File: config.mk
export PLATFORM = sky130hd
export DESIGN_NAME = ram_arbiter
export DESIGN_NICKNAME = d
export VERILOG_FILES = /design/src/rtl/ram_arbiter.sv
export SDC_FILE = /design/constraint.sdc
export NUM_CORES = 1
export LEC_CHECK = 0
export ABC_CLOCK_PERIOD_IN_PS = 1500
export CORE_MARGIN = 5
export CORE_UTILIZATION = 35
export DETAILED_ROUTE_END_ITERATION = 12
export PLACE_DENSITY = 0.68
export SYNTH_ARGS = -nofsm -noshare
export SYNTH_HDL_FRONTEND = slang
export SYNTH_SLANG_ARGS = --single-unit
File: constraint.sdc
create_clock -name clk -period 1.5 [get_ports clk]
set_input_delay 0.3 -clock clk [delete_from_list [all_inputs] [get_ports clk]]
set_output_delay 0.3 -clock clk [all_outputs]
set_load 0.005 [all_outputs]
File: src/rtl/ram_arbiter.sv
// rtl/ram_arbiter.sv - two-port req/ack arbiter and access sequencer for the DFF RAM
// Ports: clk/rst; port A and port B each req/we/addr/wdata in, ack/rdata out;
// ram_addr/ram_wdata/ram_lr_n/ram_ce_n/ram_ena to the RAM, ram_rdata from it; busy.
module ram_arbiter #(
    parameter int ADDR_W = 4,
    parameter int DATA_W = 8,
    parameter bit RR     = 1'b1
) (
    input  logic              clk,
    input  logic              rst,
    input  logic              a_req,
    input  logic              a_we,
    input  logic [ADDR_W-1:0] a_addr,
    input  logic [DATA_W-1:0] a_wdata,
    output logic              a_ack,
    output logic [DATA_W-1:0] a_rdata,
    input  logic              b_req,
    input  logic              b_we,
    input  logic [ADDR_W-1:0] b_addr,
    input  logic [DATA_W-1:0] b_wdata,
    output logic              b_ack,
    output logic [DATA_W-1:0] b_rdata,
    output logic [ADDR_W-1:0] ram_addr,
    output logic [DATA_W-1:0] ram_wdata,
    output logic              ram_lr_n,
    output logic              ram_ce_n,
    output logic              ram_ena,
    input  logic [DATA_W-1:0] ram_rdata,
    output logic              busy
);

    typedef enum logic [1:0] {IDLE, ACC, RESP} state_t;

    state_t              state_q, state_d;
    logic [ADDR_W-1:0]   ram_addr_q, ram_addr_d;
    logic [DATA_W-1:0]   ram_wdata_q, ram_wdata_d;
    logic                op_we_q, op_we_d;
    logic                win_b_q, win_b_d;
    logic                last_b_q, last_b_d;
    logic                lr_n_q, lr_n_d;
    logic                ce_n_q, ce_n_d;
    logic                ena_q;
    logic                busy_q, busy_d;
    logic                a_ack_q, a_ack_d;
    logic                b_ack_q, b_ack_d;
    logic [DATA_W-1:0]   a_rdata_q, a_rdata_d;
    logic [DATA_W-1:0]   b_rdata_q, b_rdata_d;

    // A port in its ack cycle still shows req high; it must not be granted again.
    logic a_elig, b_elig, pick_b, sel_we;
    assign a_elig = a_req & ~a_ack_q;
    assign b_elig = b_req & ~b_ack_q;

    always_comb begin
        pick_b = b_elig;
        if (a_elig && b_elig) begin
            pick_b = RR ? ~last_b_q : 1'b0;
        end
        sel_we = pick_b ? b_we : a_we;
    end

    always_comb begin
        state_d     = state_q;
        ram_addr_d  = ram_addr_q;
        ram_wdata_d = ram_wdata_q;
        op_we_d     = op_we_q;
        win_b_d     = win_b_q;
        last_b_d    = last_b_q;
        lr_n_d      = 1'b1;
        ce_n_d      = 1'b1;
        a_ack_d     = 1'b0;
        b_ack_d     = 1'b0;
        a_rdata_d   = a_rdata_q;
        b_rdata_d   = b_rdata_q;
        case (state_q)
            IDLE: begin
                if (a_elig || b_elig) begin
                    state_d     = ACC;
                    win_b_d     = pick_b;
                    last_b_d    = pick_b;
                    op_we_d     = sel_we;
                    ram_addr_d  = pick_b ? b_addr : a_addr;
                    ram_wdata_d = pick_b ? b_wdata : a_wdata;
                    // Strobes are registered, so they drop on the grant edge and cover ACC only.
                    lr_n_d      = ~sel_we;
                    ce_n_d      = sel_we;
                end
            end
            ACC: begin
                state_d = RESP;
            end
            RESP: begin
                state_d = IDLE;
                if (win_b_q) begin
                    b_ack_d = 1'b1;
                    if (!op_we_q) b_rdata_d = ram_rdata;
                end else begin
                    a_ack_d = 1'b1;
                    if (!op_we_q) a_rdata_d = ram_rdata;
                end
            end
            default: begin
                state_d = IDLE;
            end
        endcase
        busy_d = (state_d != IDLE);
    end

    always_ff @(posedge clk or posedge rst) begin
        if (rst) begin
            state_q     <= IDLE;
            ram_addr_q  <= '0;
            ram_wdata_q <= '0;
            op_we_q     <= 1'b0;
            win_b_q     <= 1'b0;
            last_b_q    <= 1'b1;
            lr_n_q      <= 1'b1;
            ce_n_q      <= 1'b1;
            ena_q       <= 1'b0;
            busy_q      <= 1'b0;
            a_ack_q     <= 1'b0;
            b_ack_q     <= 1'b0;
            a_rdata_q   <= '0;
            b_rdata_q   <= '0;
        end else begin
            state_q     <= state_d;
            ram_addr_q  <= ram_addr_d;
            ram_wdata_q <= ram_wdata_d;
            op_we_q     <= op_we_d;
            win_b_q     <= win_b_d;
            last_b_q    <= last_b_d;
            lr_n_q      <= lr_n_d;
            ce_n_q      <= ce_n_d;
            ena_q       <= 1'b1;
            busy_q      <= busy_d;
            a_ack_q     <= a_ack_d;
            b_ack_q     <= b_ack_d;
            a_rdata_q   <= a_rdata_d;
            b_rdata_q   <= b_rdata_d;
        end
    end

    assign a_ack     = a_ack_q;
    assign b_ack     = b_ack_q;
    assign a_rdata   = a_rdata_q;
    assign b_rdata   = b_rdata_q;
    assign ram_addr  = ram_addr_q;
    assign ram_wdata = ram_wdata_q;
    assign ram_lr_n  = lr_n_q;
    assign ram_ce_n  = ce_n_q;
    assign ram_ena   = ena_q;
    assign busy      = busy_q;

endmodule

## After elaboration in Yosys (flattened, before gate mapping)

Index checks and enable logic that the tools add are counted.

- Eq/ne operators: 2
- Mux-type cells: 14
- Bitwise operators: 8
- Reduce and logical (&&, ||, !) cells: 7

Operators by type and width:

| operator | number |
|---|---|
| 1-bit two-way mux | 10 |
| 8-bit two-way mux | 1 |
| 1-bit inverter | 6 |
| 3-bit AND reduction | 2 |
| 4-bit two-way mux | 1 |
| 2-bit one-hot mux with 2 select lines | 1 |
| 1-bit bitwise AND | 2 |
| 2-bit by 1-bit == test with 1-bit output (second input constant) | 1 |
| 2-bit == test (second input constant) | 1 |
| 2-bit zero test | 1 |
| 2-bit two-way mux | 1 |
| 2-bit AND reduction | 1 |
| 2-bit nonzero test | 1 |
| 1-bit logical AND | 1 |
| 1-bit logical OR | 1 |

- Bits in registers: 39
- Input bits: 38
- Output and inout port bits: 34
- Logic and storage cells: 45

## Depth between registers and ports, before layout

Gate-level depths: netlist (run 1).

- Word-level depth: 8
- Depth in mapped cells: 7
- Mapped depth without buffers: 5

## Least setup slack after synthesis (run 1)

Ideal clock, no wire load.

- Path type: register -> register
- Start point: register a_ack_q, in the netlist a_ack
- End point: register ram_addr_q[3], in the netlist ram_addr[3]
- Library setup time: 0.119 ns
- Arrival: 1.243 ns
- Data required time: 1.381 ns
- Setup slack: 0.138 ns
- Cell stages (with the launch flop): 7
- Buffers on the path: 2
- Clock period less this slack: 1.362 ns
- Cells stage by stage: dfrtp_1 -> nand2b_1 -> a211o_1 -> buf_6 -> buf_6 -> a21oi_2 -> a21oi_2

- Longest elaborated chain between the ends: 5
- Elaborated cells on any way between the ends: 7
- Those cells by class: 2 x mux; 2 x bitwise; 3 x reduce/logical

Ends and longest elaborated chain:

| what | RTL line | source |
|---|---|---|
| start, declared | 44 | `logic a_ack_q, a_ack_d;` |
| start signal, assigned | 136 | `a_ack_q <= a_ack_d;` |
| 1-bit inverter (*) | 51 | `assign a_elig = a_req & ~a_ack_q;` |
| 1-bit bitwise AND (*) | 51 |  |
| 1-bit logical AND | 56 | `if (a_elig && b_elig) begin` |
| 1-bit two-way mux | 56 |  |
| 4-bit two-way mux | 82 | `ram_addr_d = pick_b ? b_addr : a_addr;` |
| end signal, assigned | 127 | `ram_addr_q <= ram_addr_d;` |
| end, declared | 35 | `logic [ADDR_W-1:0] ram_addr_q, ram_addr_d;` |

Every way passes the cells marked *; elsewhere a longest branch is shown, timed or not.
A chain may end at the register's enable or synchronous reset.

## Worst setup path after layout (run 1)

- Start point: register ram_wdata_q[0], in the netlist ram_wdata[0]
- End point: output ram_wdata[0]

RTL lines:

| what | RTL line | source |
|---|---|---|
| start, declared | 36 | `logic [DATA_W-1:0] ram_wdata_q, ram_wdata_d;` |
| start signal, assigned | 128 | `ram_wdata_q <= ram_wdata_d;` |
| end, declared | 24 | `output logic [DATA_W-1:0] ram_wdata,` |

No word-level cell between the ends.

==> results of run 1 <==
[timing repair]
item	CTS	global route
cloned	0	0
pin swaps	0	1
setup endpoints to repair	7	19
hold buffers	0	0
buffers inserted	0	1
gates resized for setup	7	13
[layer usage]
layer | share of wire | up-vias | global-route usage | wire length, µm
met2 | 0.44 | 67 | 0.180 | 1650
li1 | - | 613 | - | -
met5 | 0 | - | 0 | 0
met3 | 0.12 | 6 | 0.0714 | 437
met4 | 0.011 | 0 | 0.0498 | 41
met1 | 0.43 | 585 | 0.155 | 1600
[worst paths after layout]
kind / cells past startpoint / end / from
max: 1 / ram_wdata[0] / ram_wdata[0]$_DFFE_PP0P_
min: 3 / a_rdata[6]$_DFFE_PP0P_ / rst
max reg2reg: 5 / b_rdata[4]$_DFFE_PP0P_ / win_b_q$_DFFE_PP0P_
min reg2reg: 1 / a_ack$_DFF_PP0_ / win_b_q$_DFFE_PP0P_
max in group asynchronous: 3 / last_b_q$_DFFE_PP1P_ / rst
min in group clk: 1 / a_ack$_DFF_PP0_ / win_b_q$_DFFE_PP0P_
[registers in the layout, indices dropped and copies added (netlist names)]
name       cells
ram_wdata      8
busy           1
b_ack          1
b_rdata        8
state_q        2
a_ack          1
ram_addr       4
win_b_q        1
ram_ena        1
op_we_q        1
a_rdata        8
last_b_q       1
ram_ce_n       1
ram_lr_n       1
[final cells by class]
cell class	instances	area (µm²)
inverter	2	15.0
fill	431	2040
clock inverter	1	5.00
clock buffer	7	86.3
timing repair buffer	83	855
sequential	39	980
tap	54	67.6
multi-input combinational	87	612
[metrics by stage]
| stage | cells | worst slack [ns] | instance area [µm²] | hold slack, ns |
|---|---|---|---|---|
| global route | 273 | -0.00822 | 2620 | 0.377 |
| floorplan | 135 | 0.138 | 1660 | 0.429 |
| finish | 273 | 0.0311 | 2620 | 0.360 |
| global placement | 264 | -0.277 | 2480 | 0.431 |
| detailed placement | 264 | -0.312 | 2480 | 0.452 |
| CTS | 272 | 0.00248 | 2570 | 0.357 |
[layout by cell type, fill, tap and decap left out, drive strengths merged, types with 3 or more instances in the layout]
cell and n:
a21oi 24, buf 12, clkbuf 7, clkdlybuf4s50 57, dfrtp 36, dfstp 3, dlygate4sd2 6, dlymetal6s2s 8
mux2 16, nand2 16, nand2b 3, nor2 13, nor2b 3
[where the power goes]
group	switching (mW)	internal, mW
combinational	0.893	1.37
sequential	0.254	1.57
clock	0.347	0.371
[kinds of logic (layout without fill, tap and decap cells)]
logic type | after synthesis | in the layout | synth area share
AOI/OAI and AO/OA | 29 | 29 | 0.119
other | 1 | 1 | 0.00226
and+or+nand+nor | 41 | 41 | 0.124
muxes | 16 | 16 | 0.109
DFF | 39 | 39 | 0.590
buffers and inverters | 9 | 93 | 0.0550
==> metrics, run 1 <==
status complete, no violations; mapped cell area 0.00166 mm²; worst path bufs/invs 1; Slew Viols, Final 0; initial antenna violation count 0; Hold WC Path Type in -> async; PortBufs 71; number of global-route vias before repair 1283; final hold violation count 0; Post-synth EDFFs 0; Syn Inst Count between 100 and 150; asr flop ratio synth 1.00; VDD IR-drop max a little over 0.0008 V; CTS sink cnt 39; worst skew pair latency between 0.2 and 0.3 ns; row count 25; Placer Congestion 0.718; Setup Viol. Count Final 0; DRC errors left 0; Cell Pwr Density about 1800 mW/mm²; WL per Instance 13.7 µm; CP Launch Type flip-flop; Vias around 1.3k; Mapped Avg Cell Area 12.3 µm²; setup TNS 0 ns; gr ovfl total 0; count leader, synth dfrtp_1; global-route wire length before repair slightly below 6000 µm; Starting DRT DRC Count 20; total power between 4 and 5 mW; Synth Warn # 0; crit path max-delay cell type clkdlybuf4s50_1; Max Cap Viol 0; Critical Path RT 1.20 ns; layout cells sized above 1 0.242; Clock Path Buffers 2; Synth area leaders dfrtp_1 54%, mux2_1 6.8%, a21oi_2 6.3%; total CTS buffers 5; Top Ports 72; largest net degree at the start of global routing 40; Synth area leader dfrtp_1; root buf cell clkbuf_8; Die Ht between 70 and 80 µm; Total GRT Usage 0.125; CTS tree built; Period minus WS final approximately 1.5 ns; RSZ-0062 raised after global routing true; post-synthesis cell type count 28; final period utilization 0.979; Worst Path Class, Setup reg -> out; top cells by count, synth 36 x dfrtp_1, 16 x nand2_1, 12 x a21oi_1, 12 x a21oi_2, 10 x mux2_1; fmax just under 0.7 GHz; WL final 3730 µm; Post-DRT Antenna Nets 0; Clock transition at path regs 0.07 ns; Crit. End Element output pin; initial core utilization 0.356; DP HPWL 2840 µm; Core ar. roughly 0.0047 mm²; Syn Nets around 170; Leak 1.18 nW; ys flop type dfrtp_1; post-synthesis sequential area ratio 0.590; htree depth 2; reg2reg setup slack ~0.06 ns; Vias/cell approximately 4.7; Layout area overhead 57.9%; #FFs+latches synth 39; slowest stage delay, CP 0.52 ns; die area approximately 0.0062 mm²; router iterations before antenna repair 4; Yosys top cell area share 0.543; Diodes inserted 0; WP data arrival ~1.2 ns; CP Max Fanout 2; ordered list of cells on the worst path clkdlybuf4s50_1; utilization after layout 0.562; clk_skew ~0.005 ns; fin nets ~260; Die W 78.9 µm; crit-path leading delay family buffers and inverters
Note: power is estimated with default switching activity, not from simulation.
==> run 2: changes to the inputs <==
--- a/config.mk
+++ b/config.mk
@@ -9,6 +9,7 @@
 export CORE_MARGIN = 5
 export CORE_UTILIZATION = 35
 export DETAILED_ROUTE_END_ITERATION = 12
+export MAX_ROUTING_LAYER = met4
 export PLACE_DENSITY = 0.68
 export SYNTH_ARGS = -nofsm -noshare
 export SYNTH_HDL_FRONTEND = slang
==> run 2 against run 1 <==
Effect of this change:
- critical endpoint unchanged
- maximum frequency barely moved
- die area stayed put
- worst hold slack better by 0.0020 ns
- cell count stayed put
- clock skew up 0.00059 ns
- non-clock buffer count unchanged
- total power is essentially flat
- flip-flop and latch count is the same
- count of clock-buffer cells in the layout stayed put
- final area unchanged
- via count fell by 0.24%
==> metrics, run 2 (synthesis results as in run 1) <==
status complete, no violations; total CTS buffers 5 (unchanged); final hold violation count 0 (unchanged); fin nets 256 (unchanged); WP data arrival 1.17 ns (about the same); Top Ports 72 (unchanged); Core ar. 0.00466 mm² (unchanged); utilization after layout 0.562 (unchanged); gr ovfl total 0 (unchanged); worst skew pair latency 0.29 ns (about the same); Total GRT Usage 0.128 (+0.00318); Max Cap Viol 0 (unchanged); commonest non-fill, non-tap cell in the layout clkdlybuf4s50_1; Placed Area 0.00248 mm² (unchanged); number of global-route vias before repair 1282 (-0.078%); DRC errors left 0 (unchanged); row count 25 (unchanged); global-route wire length before repair 5930 µm (-0.57%); Die Ht 78.9 µm (unchanged); Vias/cell 4.64 (-0.24%); Post-DRT Antenna Nets 0 (unchanged); PortBufs 71 (unchanged); crit-path leading delay family buffers and inverters; htree depth 2 (unchanged); Cell Pwr Density 1830 mW/mm² (about the same); Filler Cell Count 431 (unchanged); slowest stage delay, CP 0.52 ns (about the same); CP Launch Type flip-flop; fmax 0.681 GHz (about the same); WL final 3730 µm (about the same); initial antenna violation count 0 (unchanged); CTS tree built; CP Max Fanout 2 (unchanged); Crit. End Element output pin; Hold-fix buffers, CTS 0 (unchanged); VDD IR-drop max 0.000821 V (about the same); Worst Path Class, Setup reg -> out; Placer Congestion 0.726 (+1.2%); post-route cell area 0.00262 mm² (unchanged); Die W 78.9 µm (unchanged); worst path bufs/invs 1 (unchanged); die area 0.00622 mm² (unchanged); CTS sink cnt 39 (unchanged); Clock Path Buffers 2 (unchanged); WL per Instance 13.7 µm (about the same); Layout area overhead 57.9% (unchanged); DP HPWL 2840 µm (unchanged); initial core utilization 0.356 (unchanged); crit path max-delay cell type clkdlybuf4s50_1; area of the multi-input gates 612 µm² (unchanged); ordered list of cells on the worst path clkdlybuf4s50_1; router iterations before antenna repair 4 (unchanged); final period utilization 0.979 (about the same); Clock transition at path regs 0.07 ns (about the same); Hold WC Path Type in -> async; Vias 1268 (-0.24%); Period minus WS final 1.47 ns (-0.00109 ns); Leak 1.18 nW (unchanged); WHS 0.362 ns (+0.00199 ns); Slew Viols, Final 0 (unchanged); root buf cell clkbuf_8; Critical Path RT 1.20 ns (about the same); largest net degree at the start of global routing 40 (unchanged); RSZ-0062 raised after global routing true; layout cells sized above 1 0.242 (unchanged); highest-count cells in the layout ignoring fill and taps 57 x clkdlybuf4s50_1, 36 x dfrtp_1, 16 x nand2_1; Diodes inserted 0 (unchanged); clk_skew 0.00550 ns (+0.000591 ns); Starting DRT DRC Count 13 (-35%); FF/Latch Area 980 µm² (unchanged); Setup Viol. Count Final 0 (unchanged)
## run 2: report_power, final
group | internal, mW | switching [mW]
clock network | 0.371 | 0.346
logic | 1.37 | 0.892
registers | 1.57 | 0.254
total | 3.31 | 1.49
## run 2: routing by layer
layer	up-vias	share of wire	global-route usage
li1	616	-	-
met1	581	0.45	0.161
met2	64	0.44	0.178
met3	7	0.10	0.0635
met4	0	0.011	0.0498
met5	-	0	-
## run 2: through the flow
stage / instances / setup TNS, ns / setup WS [ns] / power [mW]
6_report: 273 / 0 / 0.0322 / 4.80
5_1_grt: 273 / -0.0303 / -0.00821 / 5.15
4_1_cts: 272 / 0 / 0.00248 / 4.84
3_5_place_dp: 264 / -4.42 / -0.312 / 4.15
3_3_place_gp: 264 / -4.17 / -0.277 / 4.10
2_1_floorplan: 135 / 0 / 0.138 / 2.95
## run 2: worst paths after layout
| kind | to | start | depth (start not counted) | slack (ns) |
|---|---|---|---|---|
| worst max-delay path | ram_wdata[0] | ram_wdata[0]$_DFFE_PP0P_ | 1 | 0.03 |
| worst min-delay path | a_rdata[6]$_DFFE_PP0P_ | rst | 3 | 0.36 |
| worst max register to register | b_rdata[4]$_DFFE_PP0P_ | win_b_q$_DFFE_PP0P_ | 5 | 0.06 |
| worst min register to register | a_ack$_DFF_PP0_ | win_b_q$_DFFE_PP0P_ | 1 | 0.47 |
| max in group asynchronous | last_b_q$_DFFE_PP1P_ | rst | 3 | 0.88 |
| min in group clk | a_ack$_DFF_PP0_ | win_b_q$_DFFE_PP0P_ | 1 | 0.47 |
## run 2: timing repair
| item | CTS | global route |
|---|---|---|
| pin swaps | 0 | 1 |
| endpoints found under the hold margin | 0 | 0 |
| gates resized for setup | 7 | 13 |
| buffers inserted | 0 | 1 |
| endpoints found under the setup margin | 7 | 19 |
## run 2: tightest hold or removal path, cell delays in order
cell,delay [ns]
clkdlybuf4s50_1,0.39
inv_1,0.09
buf_12,0.23
## run 2: area by class of cell
class / instances / area share
Multi-Input combinational cell: 87 / 0.234
Tap cell: 54 / 0.0258
Timing Repair Buffer: 83 / 0.326
Clock inverter: 1 / 0.00191
Clock buffer: 7 / 0.0330
Inverter: 2 / 0.00573
Sequential cell: 39 / 0.374
==> run 3: changes to the inputs <==
--- a/config.mk
+++ b/config.mk
@@ -14,3 +14,4 @@
 export SYNTH_ARGS = -nofsm -noshare
 export SYNTH_HDL_FRONTEND = slang
 export SYNTH_SLANG_ARGS = --single-unit
+export TNS_END_PERCENT = 100
==> results of run 3 <==
Final layout, timing and power as in run 2 (identical DEF).
